<file path="src/rtl/vend_ctrl.sv">
// Vending controller: shared credit accumulator, per-item prices, change paid out as 5-unit pulses.
// Define VEND_STOCK_EN to add per-item stock counters, the STOCK_INIT parameter and the sold_out_o port.
module vend_ctrl #(
  parameter int                               NUM_ITEMS   = 4,
  parameter int                               PRICE_W     = 4,
  parameter logic [NUM_ITEMS*PRICE_W-1:0]     ITEM_PRICES = {4'd6, 4'd5, 4'd4, 4'd3},
  parameter int                               MAX_CREDIT  = 8,
`ifdef VEND_STOCK_EN
  parameter int                               STOCK_INIT  = 3,
`endif
  localparam int                              SEL_W       = (NUM_ITEMS > 1) ? $clog2(NUM_ITEMS) : 1
) (
  input  logic               clk_i,
  input  logic               rst_ni,
  input  logic               coin5_i,
  input  logic               coin10_i,
  input  logic               cancel_i,
  input  logic [SEL_W-1:0]   sel_i,
  output logic               dispense_o,
  output logic [SEL_W-1:0]   item_id_o,
  output logic               change_pulse_o,
  output logic               coin_reject_o,
  output logic [PRICE_W-1:0] credit_o,
  output logic               busy_o
`ifdef VEND_STOCK_EN
  ,
  output logic [NUM_ITEMS-1:0] sold_out_o
`endif
);

  typedef enum logic [1:0] {ACCUM, VEND, REFUND} state_e;

  localparam logic [PRICE_W:0] MAX_C = (PRICE_W+1)'(MAX_CREDIT);

  state_e               state_q, state_d;
  logic [PRICE_W-1:0]   credit_q, credit_d;
  logic [SEL_W-1:0]     item_q, item_d;
  logic                 dispense_q, change_q, reject_q, reject_d, busy_q;
  logic [PRICE_W-1:0]   sel_price, item_price;
  logic                 sel_valid, sel_sold;
  logic [NUM_ITEMS-1:0] sold;
  logic [PRICE_W:0]     sum;
  logic                 coin_any;

  // {coin10,coin5} read as a 2-bit number is exactly coin5 + 2*coin10
  assign coin_any = coin5_i | coin10_i;
  assign sum      = {1'b0, credit_q} + (PRICE_W+1)'({coin10_i, coin5_i});

  always_comb begin
    sel_price  = '0;
    item_price = '0;
    sel_valid  = 1'b0;
    sel_sold   = 1'b0;
    for (int i = 0; i < NUM_ITEMS; i++) begin
      if (sel_i == SEL_W'(i)) begin
        sel_price = ITEM_PRICES[i*PRICE_W +: PRICE_W];
        sel_valid = 1'b1;
        sel_sold  = sold[i];
      end
      if (item_q == SEL_W'(i)) item_price = ITEM_PRICES[i*PRICE_W +: PRICE_W];
    end
  end

  always_comb begin
    state_d  = state_q;
    credit_d = credit_q;
    item_d   = item_q;
    reject_d = 1'b0;
    case (state_q)
      ACCUM: begin
        if (cancel_i && credit_q != '0) begin
          reject_d = coin_any;
          state_d  = REFUND;
        end else begin
          if (sum > MAX_C) reject_d = 1'b1;
          else             credit_d = sum[PRICE_W-1:0];
          // purchase decision uses the registered credit; a coin this cycle rides along
          if (sel_valid && credit_q >= sel_price) begin
            if (sel_sold) state_d = REFUND;
            else begin
              state_d = VEND;
              item_d  = sel_i;
            end
          end
        end
      end
      VEND: begin
        reject_d = coin_any;
        credit_d = credit_q - item_price;
        state_d  = (credit_d != '0) ? REFUND : ACCUM;
      end
      REFUND: begin
        reject_d = coin_any;
        if (credit_q != '0) credit_d = credit_q - PRICE_W'(1);
        if (credit_d == '0) state_d = ACCUM;
      end
      default: state_d = ACCUM;
    endcase
  end

  always_ff @(posedge clk_i or negedge rst_ni) begin
    if (!rst_ni) begin
      state_q    <= ACCUM;
      credit_q   <= '0;
      item_q     <= '0;
      dispense_q <= 1'b0;
      change_q   <= 1'b0;
      reject_q   <= 1'b0;
      busy_q     <= 1'b0;
    end else begin
      state_q    <= state_d;
      credit_q   <= credit_d;
      item_q     <= item_d;
      dispense_q <= (state_d == VEND);
      change_q   <= (state_d == REFUND);
      reject_q   <= reject_d;
      busy_q     <= (state_d != ACCUM);
    end
  end

`ifdef VEND_STOCK_EN
  localparam int STK_W = (STOCK_INIT > 0) ? $clog2(STOCK_INIT + 1) : 1;

  for (genvar g = 0; g < NUM_ITEMS; g++) begin : g_stock
    logic [STK_W-1:0] cnt_q;
    always_ff @(posedge clk_i or negedge rst_ni) begin
      if (!rst_ni) cnt_q <= STK_W'(STOCK_INIT);
      else if (state_q == VEND && item_q == SEL_W'(g) && cnt_q != '0) cnt_q <= cnt_q - STK_W'(1);
    end
    assign sold[g] = (cnt_q == '0);
  end
  assign sold_out_o = sold;
`else
  assign sold = '0;
`endif

  assign dispense_o     = dispense_q;
  assign item_id_o      = item_q;
  assign change_pulse_o = change_q;
  assign coin_reject_o  = reject_q;
  assign credit_o       = credit_q;
  assign busy_o         = busy_q;

endmodule

</file>
<file path="config.mk">
export PLATFORM = sky130hd
export DESIGN_NAME = vend_ctrl
export DESIGN_NICKNAME = d
export VERILOG_FILES = /design/src/rtl/vend_ctrl.sv
export SDC_FILE = /design/constraint.sdc
export NUM_CORES = 1
export LEC_CHECK = 0
export BUFFER_PORTS_ARGS = -buffer_cell sky130_fd_sc_hd__buf_2
export CAP_MARGIN = 20
export CORE_UTILIZATION = 47
export CTS_CLUSTER_DIAMETER = 150
export CTS_CLUSTER_SIZE = 30
export DETAILED_ROUTE_END_ITERATION = 8
export HOLD_SLACK_MARGIN = 0.03
export PLACE_DENSITY = 0.77
export SLEW_MARGIN = 20
export SYNTH_ARGS = -nofsm -noshare
export SYNTH_HDL_FRONTEND = slang
export SYNTH_SLANG_ARGS = --single-unit
</file>
<file path="constraint.sdc">
create_clock -name clk_i -period 7 [get_ports clk_i]
set_clock_uncertainty 0.1 [all_clocks]
set_input_delay 0.35 -clock clk_i [delete_from_list [all_inputs] [get_ports clk_i]]
set_output_delay 0.35 -clock clk_i [all_outputs]
set_load 0.05 [all_outputs]
</file>
Word level (Yosys, flattened, before mapping):

Index checks and enable logic that the tools add are counted.

* bitwise gates (word level): 2
* add/subtract/negate cells: 3
* muxes and demuxes: 25
* order comparisons: 2
* reductions and logical operators: 13
* equality and inequality tests: 12

Operator list (number)
* $mux 4: 7
* $eq 2x2->1 const B: 6
* $mux 2: 6
* $pmux 4 s3: 1
* $mux 3: 3
* $eq 2x1->1 const B: 4
* $reduce_bool 4->1: 2
* $logic_not 2->1: 3
* $mux 1: 6
* $pmux 2 s3: 1
* $reduce_and 3->1: 2
* $add 4x2->5: 1
* $gt 5x4->1 const B: 1
* $ge 4x4->1: 1
* $logic_not 4->1: 1
* $ne 2x2->1 const B: 2
* $sub 4x1->4 const B: 1
* $sub 4x4->4: 1
* $reduce_bool 3->1: 1
* $logic_and 1x1->1: 2
* $pmux 1 s2: 1
* $reduce_bool 2->1: 1
* $reduce_or 2->1: 1
* $not 1->1: 1
* $or 1x1->1: 1

* bits in registers: 12
* input bits: 7

Depth between registers and ports, before layout:

Gate-level depths: netlist (run 1).

* depth after elaboration: 11
* depth in mapped cells: 9
* gate-level depth less buffers: 9

Worst setup path after synthesis (run 1):

Ideal clock, no wire load.

* kind: register -> register
* start point: register credit_q[0], in the netlist credit_o[0]
* end point: register credit_q[0], in the netlist credit_o[0]
* setup time: 0.125 ns
* path slack: 4.325 ns
* arrival time: 2.450 ns
* path buffers: 0
* data required time: 6.775 ns
* period minus slack after synthesis: 2.675 ns
* cell stages (with the launch flop): 9
* cell sequence: dfrtp_1 > ha_1 > inv_1 > fa_1 > xnor2_1 > nor3b_1 > o221a_4 > mux2i_4 > mux2_4

* word-level cells in the longest chain between the ends: 4

Ends and longest elaborated chain
* start, declared: line 36 `logic [PRICE_W-1:0] credit_q, credit_d;`
* start signal, assigned: line 112 `credit_q <= credit_d;`
* $add 4x2->5, or another cell as far along: line 47 `assign sum = {1'b0, credit_q} + (PRICE_W+1)'({coin10_i, coin5_i});`
* $gt 5x4->1, or another cell as far along: line 75 `if (sum > MAX_C) reject_d = 1'b1;`
* $ne 2x2->1 (no line), or another cell as far along
* $reduce_and 3->1 (no line) or $pmux 4 s3 (tied branches)

Parallel ways exist; a longest one is shown, timed or not. The select of a mux whose other input is x is not followed.
A chain may end at the register's enable or synchronous reset.

Final worst setup path (run 1):

* start point: register credit_q[0], in the netlist credit_o[0]
* end point: register dispense_q, in the netlist dispense_o

* word-level cells in the longest chain between the ends: 7

Ends and longest elaborated chain
* $sub 4x1->4 or $reduce_bool 4->1 (tied branches): line 94, 71
* $mux 4: line 94 `if (credit_q != '0) credit_d = credit_q - PRICE_W'(1);`
* $mux 4: line 69 `case (state_q)`
* $logic_not 4->1: line 95 `if (credit_d == '0) state_d = ACCUM;`
* $mux 2: line 95
* $pmux 2 s3 (*): line 69
* $eq 2x1->1 (*): line 114 `dispense_q <= (state_d == VEND);`
* end signal, assigned: line 114
* end, declared: line 38 `logic dispense_q, change_q, reject_q, reject_d, busy_q;`

Mark *: on every way between the ends. The rest lies on a longest branch, timed or not. The select of a mux whose other input is x is not followed.

==> results of run 1 <==
[metrics by stage]
| step | setup WS, ps | hold WS (ps) | area (um^2) | utilization, % | cells |
|---|---|---|---|---|---|
| final | 4405 | 248.7 | 1396 | 55.86 | 181 |
| after global routing | 4255 | 250.3 | 1396 | 55.86 | 181 |
| after CTS | 4398 | 247.6 | 1396 | 55.86 | 181 |
| after detailed placement | 4422 | 141.3 | 1350 | 54.00 | 176 |
| after global placement | 4526 | 135.0 | 1350 | 54.00 | 176 |
| after floorplan | 4325 | -45.59 | 1249 | - | 132 |
[critical path, stage by stage, from the launching register on]
cell,delay (ps)
dfrtp_1,510
inv_1,150
ha_1,230
inv_1,70
fa_1,420
nand2b_1,170
a2111oi_0,290
a211o_1,160
o211a_1,210
nor3b_2,190
[cells in the mapped netlist, drive strengths merged, types with 2 or more instances]
cell type,number
dfrtp,12
nand2,7
fa,2
nand2b,3
inv,17
a31oi,3
a211o,2
a21oi,6
a2bb2oi,2
and2,2
o211ai,2
ha,17
nor2,8
mux2,3
xnor2,3
nor3,4
nor2b,4
buf,2
nor3b,3
o21ai,8
a32oi,3
[metal layers]
layer	GRT usage, %	vias to the layer above
li1	-	518
met3	2.542	7
met2	41.46	34
met1	28.87	524
met4	9.649	0
met5	0	-
[layout make-up]
cell class,instances,area (um^2)
Clock buffer,4,36.28
Inverter,17,63.81
Fill cell,217,1104
Multi-Input combinational cell,101,868.3
Timing Repair Buffer,17,90.09
Sequential cell,12,300.3
Tap cell,30,37.54
[flip-flops by register name (all words and copies together), names as in the netlist]
signal,cells
change_pulse_o,1
dispense_o,1
item_id_o,2
busy_o,1
coin_reject_o,1
state_q,2
credit_o,4
[kinds of logic after synthesis]
group                      synth area share, %
AOI/OAI and AO/OA                        23.35
adders and majority gates                20.24
and+or+nand+nor                          18.04
buffers and inverters                    6.412
DFF                                      24.05
xor gates and xnor gates                 2.806
muxes                                    5.110
[worst paths after layout]
check                          endpoint  cells past startpoint    startpoint  slack [ps]
max reg2reg                  dispense_o                      9   credit_o[0]        4400
min in group asynchronous  item_id_o[1]                      2        rst_ni         370
max in group asynchronous   credit_o[3]                      2        rst_ni        6220
min                        item_id_o[0]                      3      sel_i[0]         250
min reg2reg                item_id_o[1]                      2  item_id_o[1]         500
max                          dispense_o                      9   credit_o[0]        4400
==> results.yml, run 1 <==
layout:
  final_cell_mix: "inv_1, ha_1, buf_2, dfrtp_1, nor2_1"
  n_antenna_cell: 0
  nNetsFinal: 178
  area_growth_pct: 11.82
  drive_above_1_share_pct: 20.53
synthesis:
  synth_top_cell_by_area: "dfrtp_1"
  ys_async_sr_fraction_pct: 100.0
  synth_fp_nets: 158
  netlist.area_leader.share_pct: 24.05
  ys_ff_latch: 12
  netlist-cell-type-count: 48
  yosysSeqAreaShare_pct: 24.05
  synth_ff_type: "dfrtp_1"
  syn_area_mm2: 0.001249
  synth_edf_count: 0
  avgSynthCellArea_um2: 9.460
  ys_top_cells_by_area: "dfrtp_1, ha_1, inv_1"
  yosys_warnings: 0
  synthCells: 132
timing:
  max_freq_ghz: 0.3853
  relSlewSlack_pct: 61.02
  worst_slew_pin_slew_ps: 584.7
  fin_setup_tns_ps: 0
  finalSetupViolCount: 0
  fin_crit_sh_pct: 37.08
  fin_crit_ps: 2595
  grt_setup_unrepaired: "false"
  drv_slew: 0
  finalHoldViolCount: 0
setup_path:
  cp-start-kind: "register"
  required_ps: 7090
  worstPathArrival_ps: 2690
  critical_path_class: "register to register"
  worstSetupEndpointType: "register"
  cp_max_fo: 8
floorplanning:
  dieArea_mm2: 0.002867
  core-area_mm2: 0.002500
  die_w_um: 53.55
  initial_core_util_pct: 49.95
  fp-row-count: 18
  die_y_um: 53.55
  ios: 17
clock_network:
  cts_resized: 0
  cts_sinks: 12
  root_buffer: "clkbuf_4"
  numCtsBuffers: 3
  clk_pin_slew_worst_paths_ps: 80
  clock_latency_ps: 270
  post_cts_buffers: 0
  postCtsHoldBufs: 1
  cts_max_level: 1
  cts_tree: "yes"
  clockBufferDepth: 2
hold_path:
  holdCritPathClass: "input pin to register"
grt:
  grt_pass1_vias: 1051
  antenna_found_initial: 0
  grt_first_pass_wirelength_mm: 4.809
  grtUsageTotal_pct: 23.52
  overflow: 0
  grt_max_degree: 18
run:
  drv_cap: 0
routing:
  drt_iter0_drc: 22
  dr_total_vias: 1083
  ant_nets: 0
  wl_met1_mm: 1.240
  wl_per_cell_um: 15.13
  drc_errors: 0
  wl_met2_mm: 1.341
  wl_mm: 2.738
  first_pass_iters: 4
  wl_met3_um: 111
  dr.max_layer_used: "met4"
  avgViaCountPerCell: 5.983
placement:
  hpwl_mm: 2.181
  gp_congestion: 0.8512
  port_buffers: 16
outcome:
  outcome: "finished, final reports clean"
Power of run 1 is not shown: default switching activity piles up to over one toggle a cycle in this logic, so the estimate is an artifact.
==> run 2: changes to the inputs <==
ABC_AREA = 1   (was unset)
PLACE_DENSITY = 0.8   (was 0.77)
clock period = 2.2 ns   (was 7 ns; I/O delays follow)
==> run 2 against run 1 <==
Global-route usage fell by 1.5 points. Largest cell class unchanged. Worst setup slack worse by 4200 ps. Non-clock buffer count increased by 3. Die area fell by 2.4%. Worst hold slack lost 210 ps. Count of clock-buffer cells in the layout unchanged. Critical path type unchanged. Sequential share of layout area increased by 0.34 points. Sequential cell count did not move.
==> results.yml, run 2 <==
outcome:
  outcome: "finished, final reports clean"
layout:
  fillCellCount: 240
  drive_above_1_share_pct: 27.27
  final_cell_mix: "nand2_1, inv_1, ha_1, buf_2, nand3_1"
  nNetsFinal: 214
  fin_area_mm2: 0.001398
  seq_area_um2: 305.3
  fin_cells: 217
  multi_input_area_um2: 788.3
  layout_commonest_cell: "nand2_1"
  n_antenna_cell: 0
  largest_reg_flops: 4
  area_growth_pct: 14.80
timing:
  hold_slack_ps: 38.46
  fin_setup_tns_ps: 0
  max_freq_ghz: 0.4889
  fin_crit_ps: 2045
  relSlewSlack_pct: 72.98
  finalSetupViolCount: 0
  drv_slew: 0
  fin_crit_sh_pct: 92.97
  worst_slew_pin_slew_ps: 405.3
  finalHoldViolCount: 0
  grt_setup_unrepaired: "false"
setup_path:
  worstSetupEndpointType: "register"
  worstPathArrival_ps: 2120
  required_ps: 2270
  cp_max_fo: 3
  r2r_start: "item_id_o[0]"
  cp_cell_sequence: "inv_1 > ha_1 > fa_1 > xor2_1 > nand2_1 > nand3_1 > nor2_2 > nand2_2 > nand2_2 > nand2_1"
  crit_path_max_incr_delay_ps: 420
  critPathBufInv: 1
  crit_cells: 10
  cp-start-kind: "register"
  cp-startpoint: "item_id_o[0]"
  r2r-end: "busy_o"
  crit_end: "busy_o"
  crit_slowest_cell: "dfrtp_2"
  path_delay_family: "adder cells"
  critical_path_class: "register to register"
  rrSetupSlack_ps: 150
  rr_worst_depth: 10
synthesis:
  avgSynthCellArea_um2: 7.423
  netlist.area_leader.share_pct: 24.67
  synth_edf_count: 0
  netlist-cell-type-count: 25
  synth_top_cell_by_area: "dfrtp_1"
  yosys_warnings: 0
  syn_area_mm2: 0.001217
  yosysSeqAreaShare_pct: 24.67
  synth_fp_nets: 190
  ys_async_sr_fraction_pct: 100.0
  ys_ff_latch: 12
  synthMostInstantiatedCell: "nand2_1"
  ys_top_cells_by_count: "nand2_1, inv_1, ha_1"
  synthCells: 164
  synth_ff_type: "dfrtp_1"
  ys_top_cells_by_area: "dfrtp_1, ha_1, nand2_1"
routing:
  drc_errors: 0
  drt_iter0_drc: 15
  wl_per_cell_um: 12.12
  ant_nets: 0
  wl_mm: 2.629
  avgViaCountPerCell: 4.982
  first_pass_iters: 4
  dr_total_vias: 1081
clock_network:
  cts_sinks: 12
  cts_tree: "yes"
  numCtsBuffers: 3
  clockBufferDepth: 2
  cts_max_level: 1
  clk_pin_slew_worst_paths_ps: 80
  clock_latency_ps: 280
  root_buffer: "clkbuf_4"
  post_cts_buffers: 0
placement:
  hpwl_mm: 2.193
  port_buffers: 16
  dp.cells: 212
  gp_congestion: 0.9243
  dpl_cell_area_mm2: 0.001351
floorplanning:
  die_y_um: 52.90
  fp-row-count: 18
  die_w_um: 52.90
  core-area_mm2: 0.002455
  dieArea_mm2: 0.002798
  initial_core_util_pct: 49.59
  ios: 17
grt:
  grt_pass1_vias: 1061
  antenna_found_initial: 0
  grt_max_degree: 13
  grtUsageTotal_pct: 22.02
  grt_first_pass_wirelength_mm: 4.429
  overflow: 0
run:
  drv_cap: 0
hold_path:
  holdCritPathClass: "input pin to register"
[run 2: worst reg2reg max path, stage by stage (launching register included)]
cell     delay (ps)
dfrtp_2         420
inv_1            90
ha_1            270
fa_1            420
xor2_1          160
nand2_1          80
nand3_1          90
nor2_2          120
nand2_2          70
nand2_2          80
nand2_1          50
[run 2: what timing repair did]
action	4_1_cts	5_1_grt
setup endpoints to repair	0	3
hold buffers	1	0
hold endpoints to repair	12	0
gates resized for setup	0	1
[run 2: per-stage QoR]
| step | utilization, % | setup slack [ps] |
|---|---|---|
| after floorplan | - | 47.74 |
| after global placement | 55.05 | 177.6 |
| after detailed placement | 55.05 | 128.1 |
| after CTS | 56.93 | 105.9 |
| after global routing | 56.93 | 16.74 |
| final | 56.93 | 154.7 |
[run 2: metal layers]
| metal | part of all wire, % | global-route usage [%] | routed length (um) |
|---|---|---|---|
| met1 | 44 | 27.19 | 1166 |
| met2 | 50 | 39.24 | 1312 |
| met3 | 4.6 | 5.172 | 121 |
| met4 | 1.1 | 3.070 | 29 |
| met5 | 0 | 0 | 0 |
[run 2: how the worst min path moves through the flow]
stage | startpoint | end | slack (ps) | cells past startpoint
CTS | sel_i[1] | item_id_o[1] | 50 | 3
floorplan | rst_ni | busy_o | -290 | 0
global placement | rst_ni | coin_reject_o | -100 | 1
detailed placement | rst_ni | credit_o[3] | -100 | 1
finish | sel_i[1] | item_id_o[1] | 40 | 3
global route | sel_i[1] | item_id_o[1] | 50 | 3
[run 2: kinds of logic (layout without fill, tap and decap cells)]
family,Yosys count,after routing,synth area share (%)
AO/OA/AOI/OAI,22,22,11.20
adder cells (fa/ha/maj),19,19,20.76
AND/OR/NAND/NOR,78,78,31.35
flip-flops,12,12,24.67
XOR/XNOR,2,2,1.439
buffers and inverters,31,54,10.59
[run 2: layout make-up]
cell class | instances | share of cell area (%)
inverters | 30 | 8.415
well taps | 30 | 2.686
clock buffers | 4 | 2.596
multi-input cells | 121 | 56.40
flip-flops and latches | 12 | 21.84
repair buffers | 20 | 8.057
Power of run 2 is left out for the same reason.
